File: src/rtl/fifo_arb_pkg.sv
// Types and width helpers shared by the FIFO write arbiter and its picker.
`timescale 1ns/1ps
package fifo_arb_pkg;

  typedef enum logic [0:0] {
    IDLE  = 1'b0,
    BURST = 1'b1
  } arb_state_e;

  function automatic int grant_w(input int num_req);
    return (num_req > 1) ? $clog2(num_req) : 1;
  endfunction

  function automatic int cnt_w(input int max_burst);
    return $clog2(max_burst + 1);
  endfunction

endpackage

File: src/rtl/rr_pick.sv
// Combinational round-robin picker: first set request after last_grant, wrapping.
`timescale 1ns/1ps
module rr_pick
  import fifo_arb_pkg::*;
#(
  parameter int NUM_REQ = 4,
  parameter int GRANT_W = grant_w(NUM_REQ)
) (
  input  logic [NUM_REQ-1:0] req,
  input  logic [GRANT_W-1:0] last_grant,
  output logic [GRANT_W-1:0] pick,
  output logic               any_req
);

  logic               found;
  logic [GRANT_W-1:0] cand;

  // Compare-and-subtract keeps the wrap correct for non-power-of-two NUM_REQ.
  function automatic logic [GRANT_W-1:0] wrap_add(input logic [GRANT_W-1:0] base,
                                                  input int off);
    int sum;
    sum = int'(base) + off;
    if (sum >= NUM_REQ) sum = sum - NUM_REQ;
    return GRANT_W'(sum);
  endfunction

  always_comb begin
    pick    = '0;
    found   = 1'b0;
    cand    = '0;
    any_req = |req;
    for (int i = 1; i <= NUM_REQ; i++) begin
      cand = wrap_add(last_grant, i);
      if (!found && req[cand]) begin
        found = 1'b1;
        pick  = cand;
      end
    end
  end

endmodule

File: src/rtl/fifo_wr_arbiter.sv
// Round-robin burst arbiter sharing one FIFO write port between NUM_REQ streams.
//   state | meaning
//   IDLE  | no grant; pick next requester after last_grant
//   BURST | grant_id owns the write port until last, MAX_BURST words, or drop-out
`timescale 1ns/1ps
module fifo_wr_arbiter
  import fifo_arb_pkg::*;
#(
  parameter int NUM_REQ    = 4,
  parameter int DATA_WIDTH = 16,
  parameter int MAX_BURST  = 4
) (
  input  logic                          clk,
  input  logic                          reset,
  input  logic [NUM_REQ-1:0]            req_valid,
  input  logic [NUM_REQ-1:0]            req_last,
  input  logic [NUM_REQ*DATA_WIDTH-1:0] req_data,
  output logic [NUM_REQ-1:0]            req_ready,
  input  logic                          fifo_full,
  input  logic                          wr_inhibit,
  output logic                          fifo_wr_en,
  output logic [DATA_WIDTH-1:0]         fifo_wr_data,
  output logic [$clog2(NUM_REQ)-1:0]    grant_id,
  output logic                          busy
);

  localparam int GRANT_W = grant_w(NUM_REQ);
  localparam int CNT_W   = cnt_w(MAX_BURST);

  arb_state_e         state_q, state_d;
  logic [GRANT_W-1:0] grant_q, grant_d;
  logic [GRANT_W-1:0] last_q, last_d;
  logic [CNT_W-1:0]   cnt_q, cnt_d;

  logic [GRANT_W-1:0]    pick;
  logic                  any_req;
  logic                  valid_g, last_g, port_ok, xfer;
  logic [DATA_WIDTH-1:0] data_g;

  rr_pick #(
    .NUM_REQ (NUM_REQ),
    .GRANT_W (GRANT_W)
  ) u_pick (
    .req        (req_valid),
    .last_grant (last_q),
    .pick       (pick),
    .any_req    (any_req)
  );

  always_ff @(posedge clk or negedge reset) begin
    if (!reset) begin
      state_q <= IDLE;
      grant_q <= '0;
      last_q  <= GRANT_W'(NUM_REQ - 1);
      cnt_q   <= '0;
    end else begin
      state_q <= state_d;
      grant_q <= grant_d;
      last_q  <= last_d;
      cnt_q   <= cnt_d;
    end
  end

  always_comb begin
    state_d      = state_q;
    grant_d      = grant_q;
    last_d       = last_q;
    cnt_d        = cnt_q;
    req_ready    = '0;
    fifo_wr_en   = 1'b0;
    fifo_wr_data = '0;
    busy         = 1'b0;
    valid_g      = 1'b0;
    last_g       = 1'b0;
    data_g       = '0;
    port_ok      = !fifo_full && !wr_inhibit;
    xfer         = 1'b0;

    for (int i = 0; i < NUM_REQ; i++) begin
      if (GRANT_W'(i) == grant_q) begin
        valid_g = req_valid[i];
        last_g  = req_last[i];
        data_g  = req_data[i*DATA_WIDTH +: DATA_WIDTH];
      end
    end

    unique case (state_q)
      IDLE: begin
        if (any_req) begin
          grant_d = pick;
          cnt_d   = '0;
          state_d = BURST;
        end
      end
      BURST: begin
        busy = 1'b1;
        for (int i = 0; i < NUM_REQ; i++) begin
          if (GRANT_W'(i) == grant_q) req_ready[i] = port_ok;
        end
        xfer = valid_g && port_ok;
        if (xfer) begin
          fifo_wr_en   = 1'b1;
          fifo_wr_data = data_g;
          cnt_d        = cnt_q + CNT_W'(1);
          if (last_g || (cnt_q == CNT_W'(MAX_BURST - 1))) begin
            state_d = IDLE;
            last_d  = grant_q;
          end
        end else if (!valid_g) begin
          // Drop-out ends the burst; a stall (full/inhibit) never does.
          state_d = IDLE;
          last_d  = grant_q;
        end
      end
      default: state_d = IDLE;
    endcase
  end

  assign grant_id = grant_q;

endmodule

File: config.mk
export PLATFORM = sky130hd
export DESIGN_NAME = fifo_wr_arbiter
export DESIGN_NICKNAME = d
export VERILOG_FILES = /design/src/rtl/fifo_arb_pkg.sv /design/src/rtl/rr_pick.sv /design/src/rtl/fifo_wr_arbiter.sv
export SDC_FILE = /design/constraint.sdc
export NUM_CORES = 1
export LEC_CHECK = 0
export ABC_AREA = 0
export BUFFER_PORTS_ARGS = -buffer_cell sky130_fd_sc_hd__buf_2
export CAP_MARGIN = 20
export CORE_MARGIN = 1.5
export CORE_UTILIZATION = 24
export CTS_CLUSTER_DIAMETER = 60
export DETAILED_ROUTE_END_ITERATION = 8
export PLACE_DENSITY_LB_ADDON = 0.2
export SYNTH_ARGS = -nofsm -noshare
export SYNTH_HDL_FRONTEND = slang
export SYNTH_SLANG_ARGS = --single-unit
File: constraint.sdc
create_clock -name clk -period 4.8 [get_ports clk]
set_input_delay 0 -clock clk [delete_from_list [all_inputs] [get_ports clk]]
set_output_delay 0 -clock clk [all_outputs]
set_load 0.02 [all_outputs]
==> out/results.tsv, run 1 <==
stage	metric	value	unit
outcome	outcome	finished, final reports clean	
synth	yosys.area_share.simple	0.220	
power_and_ir_drop	irDropWorstVdd	0.000129	V
layout	final_common_cell	buf_2	
critical_path	cp_max_fo	28	
floorplanning	fp.dieH	70.4	um
global_route	first_global_vias	1236	
clock_network	cts_resized	0	
hold_path	hold_class	in2async	
clock_network	cts_tree	built	
global_route	grt_max_degree	29	
drt	drt_wl_total	3430	um
critical_path	crit_type	reg2out	
critical_path	crit_chain	mux4_2, nand2_1, inv_1, buf_2	
critical_path	rr_endpoint	last_q[1]	
floorplanning	die-area	4950	um^2
drt	drtPass1Iterations	4	
synth	synth_top_family_by_area	multiplexers	
clock_network	cts_sinks	8	
synth	synth_nets	181	
layout	final_cell_mix	buf_2, and3_1, mux4_2	
synth	synth_adder_area_share	0.0230	
sta	worst_slew_pin_slew	1.01	ns
sta	tns	0	ns
global_route	grt_pass1_wl	5420	um
layout	drive_gt1_frac	0.641	
global_route	antenna_found_initial	0	
synth	synth_flop_cell	dfrtp_1	
critical_path	worst_setup_path_end_kind	output pin	
synth	ys_seq_area_frac	0.186	
floorplanning	io_pins	100	
global_route	grt_usage	0.135	
synth	synth_edf_count	0	
layout	final_util	0.383	
clock_network	clkTransAtPathRegs	0.05	ns
floorplanning	core	4350	um^2
power_and_ir_drop	switchingPower	300	uW
global_route	gr-total-overflow	0	
sta	finalMaxSlewViolations	0	
synth	ys_types	36	
critical_path	critical-path-top-delay-family	flip-flops	
drt	antenna_left	0	
power_and_ir_drop	pwr-share-clk	0.124	
synth	ys_seq_elements	8	
power_and_ir_drop	pwr-share-seq	0.243	
placement	io_buffers	99	
clock_network	cts-root-buf	clkbuf_8	
synth	synth-async-reset-ratio	1.00	
floorplanning	start_util	0.250	
power_and_ir_drop	switching_share	0.425	
critical_path	ff2ff_setup_slack	2.56	ns
drt	drc	0	
synth	synth_compound_gate_area_share	0.107	
flow_run	cap_violations	0	
power_and_ir_drop	p_total	704	uW
sta	finalHoldViolations	0	
critical_path	crit_path_end	fifo_wr_en	
sta	rsz0062_at_grt	false	
synth	syn_area	1090	um^2
sta	period_needed	2.35	ns
drt	wire_per_inst	13.7	um
synth	synthXorXnorAreaFrac	0	
drt	vias	1235	
layout	nNetsFinal	277	
critical_path	cp.buffers_inverters	2	
clock_network	cts.path.max_buffers	2	
critical_path	crit_path_start	grant_id[1]	
layout	n_antenna_cell	0	
drt	drt_iter0_drc	29	
synth	syn_area_per_cell	10.6	um^2
clock_network	cts_made_buffers	3	
sta	skew	0.00787	ns
clock_network	htree_levels	1	
power_and_ir_drop	leakage	0.000911	uW
floorplanning	rows	24	
critical_path	max_stage_delay	1.00	ns
clock_network	clock_latency	0.24	ns
critical_path	cp.required	4.80	ns
power_and_ir_drop	p_comb_frac	0.633	
sta	setup_viol	0	
placement	hpwl	2730	um
synth	postSynthCellCount	103	
critical_path	timing.rr.start	grant_id[1]	
synth	muxShareOfSynthArea	0.403	
power_and_ir_drop	powerDensity	423	nW/um^2
critical_path	startpoint_type	flip-flop	
critical_path	path_depth	4	
synth	yosysWarnings	0	
critical_path	ff2ff_path_depth	4	
sta	slew_headroom	0.325	
drt	via_per_inst	4.94	
layout	syn2layout_area_growth	52.9	%
critical_path	worstPathArrival	2.35	ns
floorplanning	die_w	70.4	um
power_and_ir_drop	power.internal	405	uW
sta	post-route-period-util	0.489	
critical_path	crit_slowest_cell	dfrtp_1	
placement	gp_congestion	0.831	
clock_network	post_cts_buffers	0	
clock_network	hold_buffers	1	
sta	fmax	426	MHz
state kept, by name, indices dropped and copies added, names as in the netlist:
signal and flops:
cnt_q 3, grant_id 2, last_q 2, state_q 1
kinds of logic after synthesis:
group / after synthesis
multiplexers: 21
AND/OR/NAND/NOR: 43
buffers and inverters: 14
AO/OA/AOI/OAI: 15
adder cells (fa/ha/maj): 2
flip-flops: 8
metrics by stage:
stage / hold WS [ns] / instance area, um^2 / setup WS (ns) / cells
finish: 0.125 / 1670 / 2.45 / 250
global route: 0.145 / 1670 / 2.25 / 250
CTS: 0.138 / 1670 / 2.40 / 250
detailed placement: -0.146 / 1610 / 2.52 / 245
global placement: -0.142 / 1610 / 2.59 / 245
floorplan: -0.296 / 1090 / 3.09 / 103
cells in the mapped netlist, types with 2 or more instances:
cell / number / area share
nand3_1: 4 / 0.018
a21oi_1: 2 / 0.0092
inv_1: 4 / 0.014
mux4_1: 3 / 0.072
nor2_1: 3 / 0.010
dfrtp_1: 6 / 0.14
and3_1: 17 / 0.098
buf_2: 5 / 0.023
ha_1: 2 / 0.023
nand2b_1: 2 / 0.011
o21ai_0: 2 / 0.0092
clkbuf_1: 3 / 0.010
nand2_1: 8 / 0.028
a21o_1: 2 / 0.014
mux2i_1: 3 / 0.028
mux4_2: 14 / 0.29
nor2b_1: 2 / 0.011
nor3b_1: 2 / 0.014
dfstp_2: 2 / 0.048
worst reg2reg max path: cells and delay by family, from the launching register on:
kind / cells / cell delay (ns)
flops: 1 / 1.00
mux: 2 / 0.92
compound gates: 1 / 0.17
simple gates: 1 / 0.06
area by class of cell:
class                           instances  area [um^2]
Timing Repair Buffer                  101          513
Multi-Input combinational cell         81          826
Sequential cell                         8          203
Clock buffer                            4         45.0
Fill cell                             468         2690
Inverter                                4         15.0
Tap cell                               52         65.1
routing by layer:
metal / vias to the layer above / wire, um / GRT usage
met3: 3 / 345 / 0.0317
li1: 599 / - / -
met2: 65 / 1630 / 0.240
met1: 568 / 1420 / 0.161
met4: 0 / 29 / 0.0385
met5: - / 0 / 0
how the worst min path moves through the flow:
stage | from | endpoint | slack, ns | cells past startpoint
global route | reset | cnt_q[2] | 0.14 | 2
global placement | reset | cnt_q[2] | -0.14 | 1
detailed placement | reset | cnt_q[2] | -0.15 | 1
CTS | reset | cnt_q[2] | 0.14 | 2
finish | reset | cnt_q[2] | 0.13 | 2
floorplan | reset | cnt_q[0] | -0.30 | 0
power by group through the flow:
stage                     registers, uW  clock network [uW]  logic [uW]
after floorplan                     138                   0         378
after global placement              172                   0         447
after detailed placement            175                   0         450
after CTS                           174                89.0         452
after global routing                183                91.9         488
final                               171                87.2         446
No activity file was read; power rests on OpenSTA's default activity.
==> inputs of run 2 (changes only) <==
clock period = 2.1 ns   (was 4.8 ns; I/O delays follow)
==> run 2 against run 1 <==
Effect of this change:
- via count up 1.9%
- clock skew down 0.0018 ns
- global-route usage up 0.67 points
- utilization up 0.69 points
- die area unchanged
- sequential share of layout area down 0.22 points
- total power up 130%
==> out/results.tsv, run 2 (synthesis results as in run 1) <==
stage	metric	value	unit	change
global_route	grt_pass1_wl	5750	um	was 5420 um
floorplanning	core	4350	um^2	unchanged
critical_path	worstPathArrival	1.77	ns	was 2.35 ns
critical_path	cp_max_fo	10		was 28
critical_path	cp.buffers_inverters	2		unchanged
layout	multi_input_area	826	um^2	unchanged
clock_network	clock_latency	0.23	ns	was 0.24 ns
critical_path	critical-path-top-delay-family	multiplexers		was flip-flops
drt	vias	1258		was 1,235
flow_run	cap_violations	0		unchanged
critical_path	cp.required	2.10	ns	was 4.80 ns
sta	slew_headroom	0.683		was 0.325
floorplanning	fp.dieH	70.4	um	unchanged
layout	fill_cells	462		was 468
critical_path	crit_type	reg2out		unchanged
hold_path	hold_class	in2async		unchanged
drt	drt_iter0_drc	36		was 29
power_and_ir_drop	irDropWorstVdd	0.000600	V	was 0.000129 V
clock_network	htree_levels	1		unchanged
sta	rsz0062_at_grt	false		unchanged
sta	post-route-period-util	0.841		
clock_network	cts_made_buffers	3		unchanged
floorplanning	die_w	70.4	um	unchanged
sta	finalHoldViolations	0		unchanged
layout	largest_register_ffs	3		unchanged
sta	finalMaxSlewViolations	0		unchanged
drt	drt_wl_total	3520	um	was 3430 um
floorplanning	rows	24		unchanged
clock_network	cts_tree	built		unchanged
global_route	grt_usage	0.142		was 0.135
placement	hpwl	2880	um	was 2730 um
power_and_ir_drop	leakage	0.000931	uW	was 0.000911 uW
critical_path	ff2ff_path_depth	4		unchanged
layout	syn2layout_area_growth	55.7	%	was 52.9%
global_route	first_global_vias	1222		was 1,236
floorplanning	die-area	4950	um^2	unchanged
sta	skew	0.00603	ns	was 0.00787 ns
global_route	grt_max_degree	25		was 29
clock_network	cts-root-buf	clkbuf_8		unchanged
drt	drc	0		unchanged
floorplanning	io_pins	100		unchanged
clock_network	cts_sinks	8		unchanged
drt	drtPass1Iterations	4		unchanged
power_and_ir_drop	p_comb_frac	0.695		was 0.633
sta	tns	0	ns	unchanged
critical_path	worst_setup_path_end_kind	output pin		unchanged
layout	regArea	203	um^2	unchanged
global_route	antenna_found_initial	0		unchanged
power_and_ir_drop	pwr-share-seq	0.188		was 0.243
critical_path	crit_slowest_cell	mux4_2		was dfrtp_1
layout	top_register	cnt_q		unchanged
critical_path	path_depth	4		unchanged
layout	nNetsFinal	281		was 277
power_and_ir_drop	pwr-share-clk	0.117		was 0.124
outcome	outcome	finished, final reports clean		unchanged
sta	worst_slew_pin_slew	0.470	ns	was 1.01 ns
critical_path	startpoint_type	flip-flop		unchanged
layout	final_common_cell	buf_2		unchanged
placement	placed_area	1640	um^2	was 1610 um^2
global_route	gr-total-overflow	0		unchanged
sta	fmax	566	MHz	
placement	placed_cells	249		was 245
floorplanning	start_util	0.250		unchanged
power_and_ir_drop	switchingPower	694	uW	was 300 uW
layout	n_antenna_cell	0		unchanged
power_and_ir_drop	powerDensity	974	nW/um^2	was 423 nW/um^2
critical_path	crit_chain	mux4_2, buf_4, and3_1, buf_2		was mux4_2, nand2_1, inv_1, buf_2
clock_network	clkTransAtPathRegs	0.05	ns	about the same
layout	finalInstanceArea	1700	um^2	was 1670 um^2
layout	fin_cells	254		was 250
placement	io_buffers	99		unchanged
clock_network	cts.path.max_buffers	2		unchanged
drt	via_per_inst	4.95		was 4.94
layout	drive_gt1_frac	0.649		was 0.641
placement	gp_congestion	0.805		was 0.831
sta	period_needed	1.77	ns	
critical_path	max_stage_delay	0.63	ns	was 1.00 ns
layout	final_util	0.390		was 0.383
sta	setup_viol	0		unchanged
drt	antenna_left	0		unchanged
clock_network	post_cts_buffers	0		unchanged
sta	whs	0.143	ns	was 0.125 ns
power_and_ir_drop	switching_share	0.420		was 0.425
power_and_ir_drop	power.internal	959	uW	was 405 uW
drt	wire_per_inst	13.9	um	was 13.7 um
layout	final_cell_mix	buf_2, and3_1, mux4_2		unchanged
==> run 2: through the flow <==
step           setup slack [ns]  total power, uW
2_1_floorplan             0.391             1180
3_3_place_gp              0.544             1480
3_5_place_dp              0.503             1480
4_1_cts                   0.312             1680
5_1_grt                   0.213             1810
6_report                  0.333             1650
==> run 2: area by class of cell <==
| class | count | area share |
|---|---|---|
| Timing Repair Buffer | 105 | 0.320 |
| Sequential cell | 8 | 0.119 |
| Clock buffer | 4 | 0.0265 |
| Inverter | 4 | 0.00885 |
| Multi-Input combinational cell | 81 | 0.487 |
| Tap cell | 52 | 0.0383 |
==> run 2: path summary, 6_finish.rpt <==
check | start | endpoint | slack, ns
max | grant_id[0] | fifo_wr_data[11] | 0.33
min | reset | cnt_q[0] | 0.14
max reg2reg | state_q | last_q[1] | 0.50
min reg2reg | cnt_q[1] | cnt_q[1] | 0.51
max in group asynchronous | reset | last_q[1] | 1.71
min in group clk | req_valid[2] | cnt_q[0] | 0.17
==> run 2: layer usage <==
| metal | share of wire | wire length [um] | vias up | global-route usage |
|---|---|---|---|---|
| li1 | - | - | 607 | - |
| met4 | 0 | 0 | 0 | 0.0214 |
| met2 | 0.48 | 1680 | 64 | 0.242 |
| met3 | 0.097 | 343 | 0 | 0.0274 |
| met5 | 0 | 0 | - | 0 |
| met1 | 0.42 | 1490 | 587 | 0.190 |
==> run 2: timing repair <==
action | CTS | global route
endpoints found under the hold margin | 8 | 0
resized for setup | 0 | 0
hold buffers | 1 | 0
==> run 2: power groups by stage <==
stage	registers (uW)	clock network (uW)	logic, uW
final	310	193	1150
after global routing	327	209	1270
after CTS	311	198	1180
after detailed placement	313	0	1170
after global placement	312	0	1170
after floorplan	315	0	864
==> inputs of run 3 (changes only) <==
clock period = 1.77 ns   (was 2.1 ns; I/O delays follow)
==> run 3 against run 2 <==
Effect of this change:
- sequential share of layout area fell by 0.56 points
- die area is the same
- utilization is 2.4 points higher
- largest cell class unchanged
- highest routed layer is now met4
==> out/results.tsv, run 3 (synthesis results as in run 1) <==
stage	metric	value	unit	change
placement	placed_cells	250		was 249
global_route	grt_max_degree	22		was 25
drt	drc	0		unchanged
sta	period_needed	1.71	ns	
floorplanning	core	4350	um^2	unchanged
sta	setup_viol	0		unchanged
flow_run	cap_violations	0		unchanged
drt	antenna_left	0		unchanged
power_and_ir_drop	leakage	0.000966	uW	was 0.000931 uW
hold_path	hold_class	in2reg		was in2async
power_and_ir_drop	p_comb_frac	0.729		was 0.695
critical_path	timing.rr.start	grant_id[0]		was state_q
layout	fill_cells	455		was 462
floorplanning	die_w	70.4	um	unchanged
sta	worst_slew_pin_slew	0.473	ns	was 0.470 ns
sta	whs	0.111	ns	was 0.143 ns
drt	drtPass1Iterations	4		unchanged
drt	drt_iter0_drc	35		was 36
drt	wire_per_inst	14.8	um	was 13.9 um
power_and_ir_drop	p_total	2250	uW	was 1650 uW
floorplanning	die-area	4950	um^2	unchanged
sta	skew	0.00450	ns	was 0.00603 ns
layout	regArea	205	um^2	was 203 um^2
global_route	grt_usage	0.150		was 0.142
power_and_ir_drop	pwr-share-clk	0.099		was 0.117
layout	fin_cells	259		was 254
hold_path	hold_start	wr_inhibit		
placement	hpwl	2940	um	was 2880 um
drt	vias	1304		was 1,258
power_and_ir_drop	power.internal	1350	uW	was 959 uW
layout	final_common_cell	buf_2		unchanged
clock_network	clock_latency	0.23	ns	about the same
placement	gp_congestion	0.806		was 0.805
power_and_ir_drop	powerDensity	1250	nW/um^2	was 974 nW/um^2
sta	fmax	584	MHz	
sta	slew_headroom	0.682		was 0.683
floorplanning	start_util	0.250		unchanged
clock_network	cts.path.max_buffers	2		unchanged
clock_network	cts_sinks	8		unchanged
drt	via_per_inst	5.03		was 4.95
sta	rsz0062_at_grt	true		was false
global_route	first_global_vias	1237		was 1,222
power_and_ir_drop	switching_share	0.401		was 0.420
global_route	gr-total-overflow	0		unchanged
layout	syn2layout_area_growth	65.3	%	was 55.7%
drt	dr_wl_met3	347	um	was 343 um
critical_path	crit_type	reg2out		unchanged
clock_network	cts_made_buffers	3		unchanged
drt	top_layer	met4		was met3
layout	n_antenna_cell	0		unchanged
global_route	antenna_found_initial	0		unchanged
critical_path	worst_setup_path_end_kind	output pin		unchanged
layout	drive_gt1_frac	0.696		was 0.649
drt	drt_wl_total	3830	um	was 3520 um
power_and_ir_drop	pwr-share-seq	0.172		was 0.188
clock_network	cts_tree	built		unchanged
clock_network	cts-root-buf	clkbuf_8		unchanged
clock_network	clkTransAtPathRegs	0.04	ns	was 0.05 ns
critical_path	ff2ff_path_depth	5		was 4
hold_path	holdPathEnd	cnt_q[1]		
drt	wl_met2	1930	um	was 1680 um
critical_path	cp_max_fo	7		was 10
critical_path	cp.required	1.77	ns	was 2.10 ns
sta	post-route-period-util	0.968		
global_route	grt_pass1_wl	5910	um	was 5750 um
sta	finalMaxSlewViolations	0		unchanged
critical_path	worstPathArrival	1.71	ns	was 1.77 ns
floorplanning	io_pins	100		unchanged
placement	io_buffers	99		unchanged
critical_path	startpoint_type	flip-flop		unchanged
layout	largest_register_ffs	3		unchanged
layout	multi_input_area	828	um^2	was 826 um^2
floorplanning	fp.dieH	70.4	um	unchanged
layout	final_cell_mix	buf_2, mux4_2, and3_1		was buf_2, and3_1, mux4_2
outcome	outcome	finished, final reports clean		unchanged
critical_path	rr_endpoint	last_q[1]		unchanged
sta	finalHoldViolations	0		unchanged
hold_path	hold_path_depth	4		
layout	nNetsFinal	287		was 281
drt	wl_met1	1540	um	was 1490 um
critical_path	ff2ff_setup_slack	0.12	ns	was 0.50 ns
power_and_ir_drop	irDropWorstVdd	0.000580	V	was 0.000600 V
floorplanning	rows	24		unchanged
layout	top_register	cnt_q		unchanged
clock_network	htree_levels	1		unchanged
power_and_ir_drop	switchingPower	905	uW	was 694 uW
run 3: changes by cell type in the layout (fill, tap and decap cells not counted), sizes merged:
cell    before  now
clkbuf       4    3
buf        104  110
run 3: what timing repair did:
action / CTS / global route
resized for setup: 3 / 10
gates cloned: 1 / 0
setup endpoints to repair: 13 / 18
buffers inserted: 2 / 2
hold buffers: 1 / 0
endpoints found under the hold margin: 8 / 0
run 3: power by group through the flow:
stage	clock [uW]	combinational [uW]	sequential (uW)
after floorplan	0	1030	373
after global placement	0	1430	376
after detailed placement	0	1440	376
after CTS	232	1590	386
after global routing	244	1780	405
final	223	1640	389
run 3: worst max-delay path, stage by stage, from the launching register on:
cell and delay (ns):
dfrtp_2 0.43, buf_12 0.13, buf_16 0.12, mux4_2 0.48
and3_1 0.19, buf_2 0.15
run 3: routing by layer:
layer / GRT usage / up-vias
met1: 0.177 / 614
met3: 0.0317 / 2
met5: 0 / -
met2: 0.282 / 71
met4: 0.0214 / 0
li1: - / 617
run 3: through the flow:
stage | utilization | setup slack [ns] | cell area (um^2) | TNS (ns)
final | 0.414 | 0.0566 | 1800 | 0
after global routing | 0.414 | -0.0182 | 1800 | -0.0376
after CTS | 0.407 | 0.0218 | 1770 | 0
after detailed placement | 0.382 | 0.208 | 1660 | 0
after global placement | 0.382 | 0.236 | 1660 | 0
after floorplan | - | 0.0608 | 1090 | 0
run 3: how the worst max path moves through the flow:
stage	from	endpoint	slack [ns]
2_1_floorplan	grant_id[0]	last_q[1]	0.06
3_3_place_gp	grant_id[0]	last_q[1]	0.24
3_5_place_dp	cnt_q[0]	last_q[1]	0.21
4_1_cts	grant_id[0]	fifo_wr_data[11]	0.02
5_1_grt	grant_id[0]	fifo_wr_data[9]	-0.02
6_report	grant_id[0]	fifo_wr_data[7]	0.06
run 3: area by class of cell:
class                      instances  area share
inverter                           4     0.00833
tap                               52      0.0361
clock buffer                       3      0.0229
multi-input combinational         81       0.460
timing repair buffer             111       0.359
sequential                         8       0.114
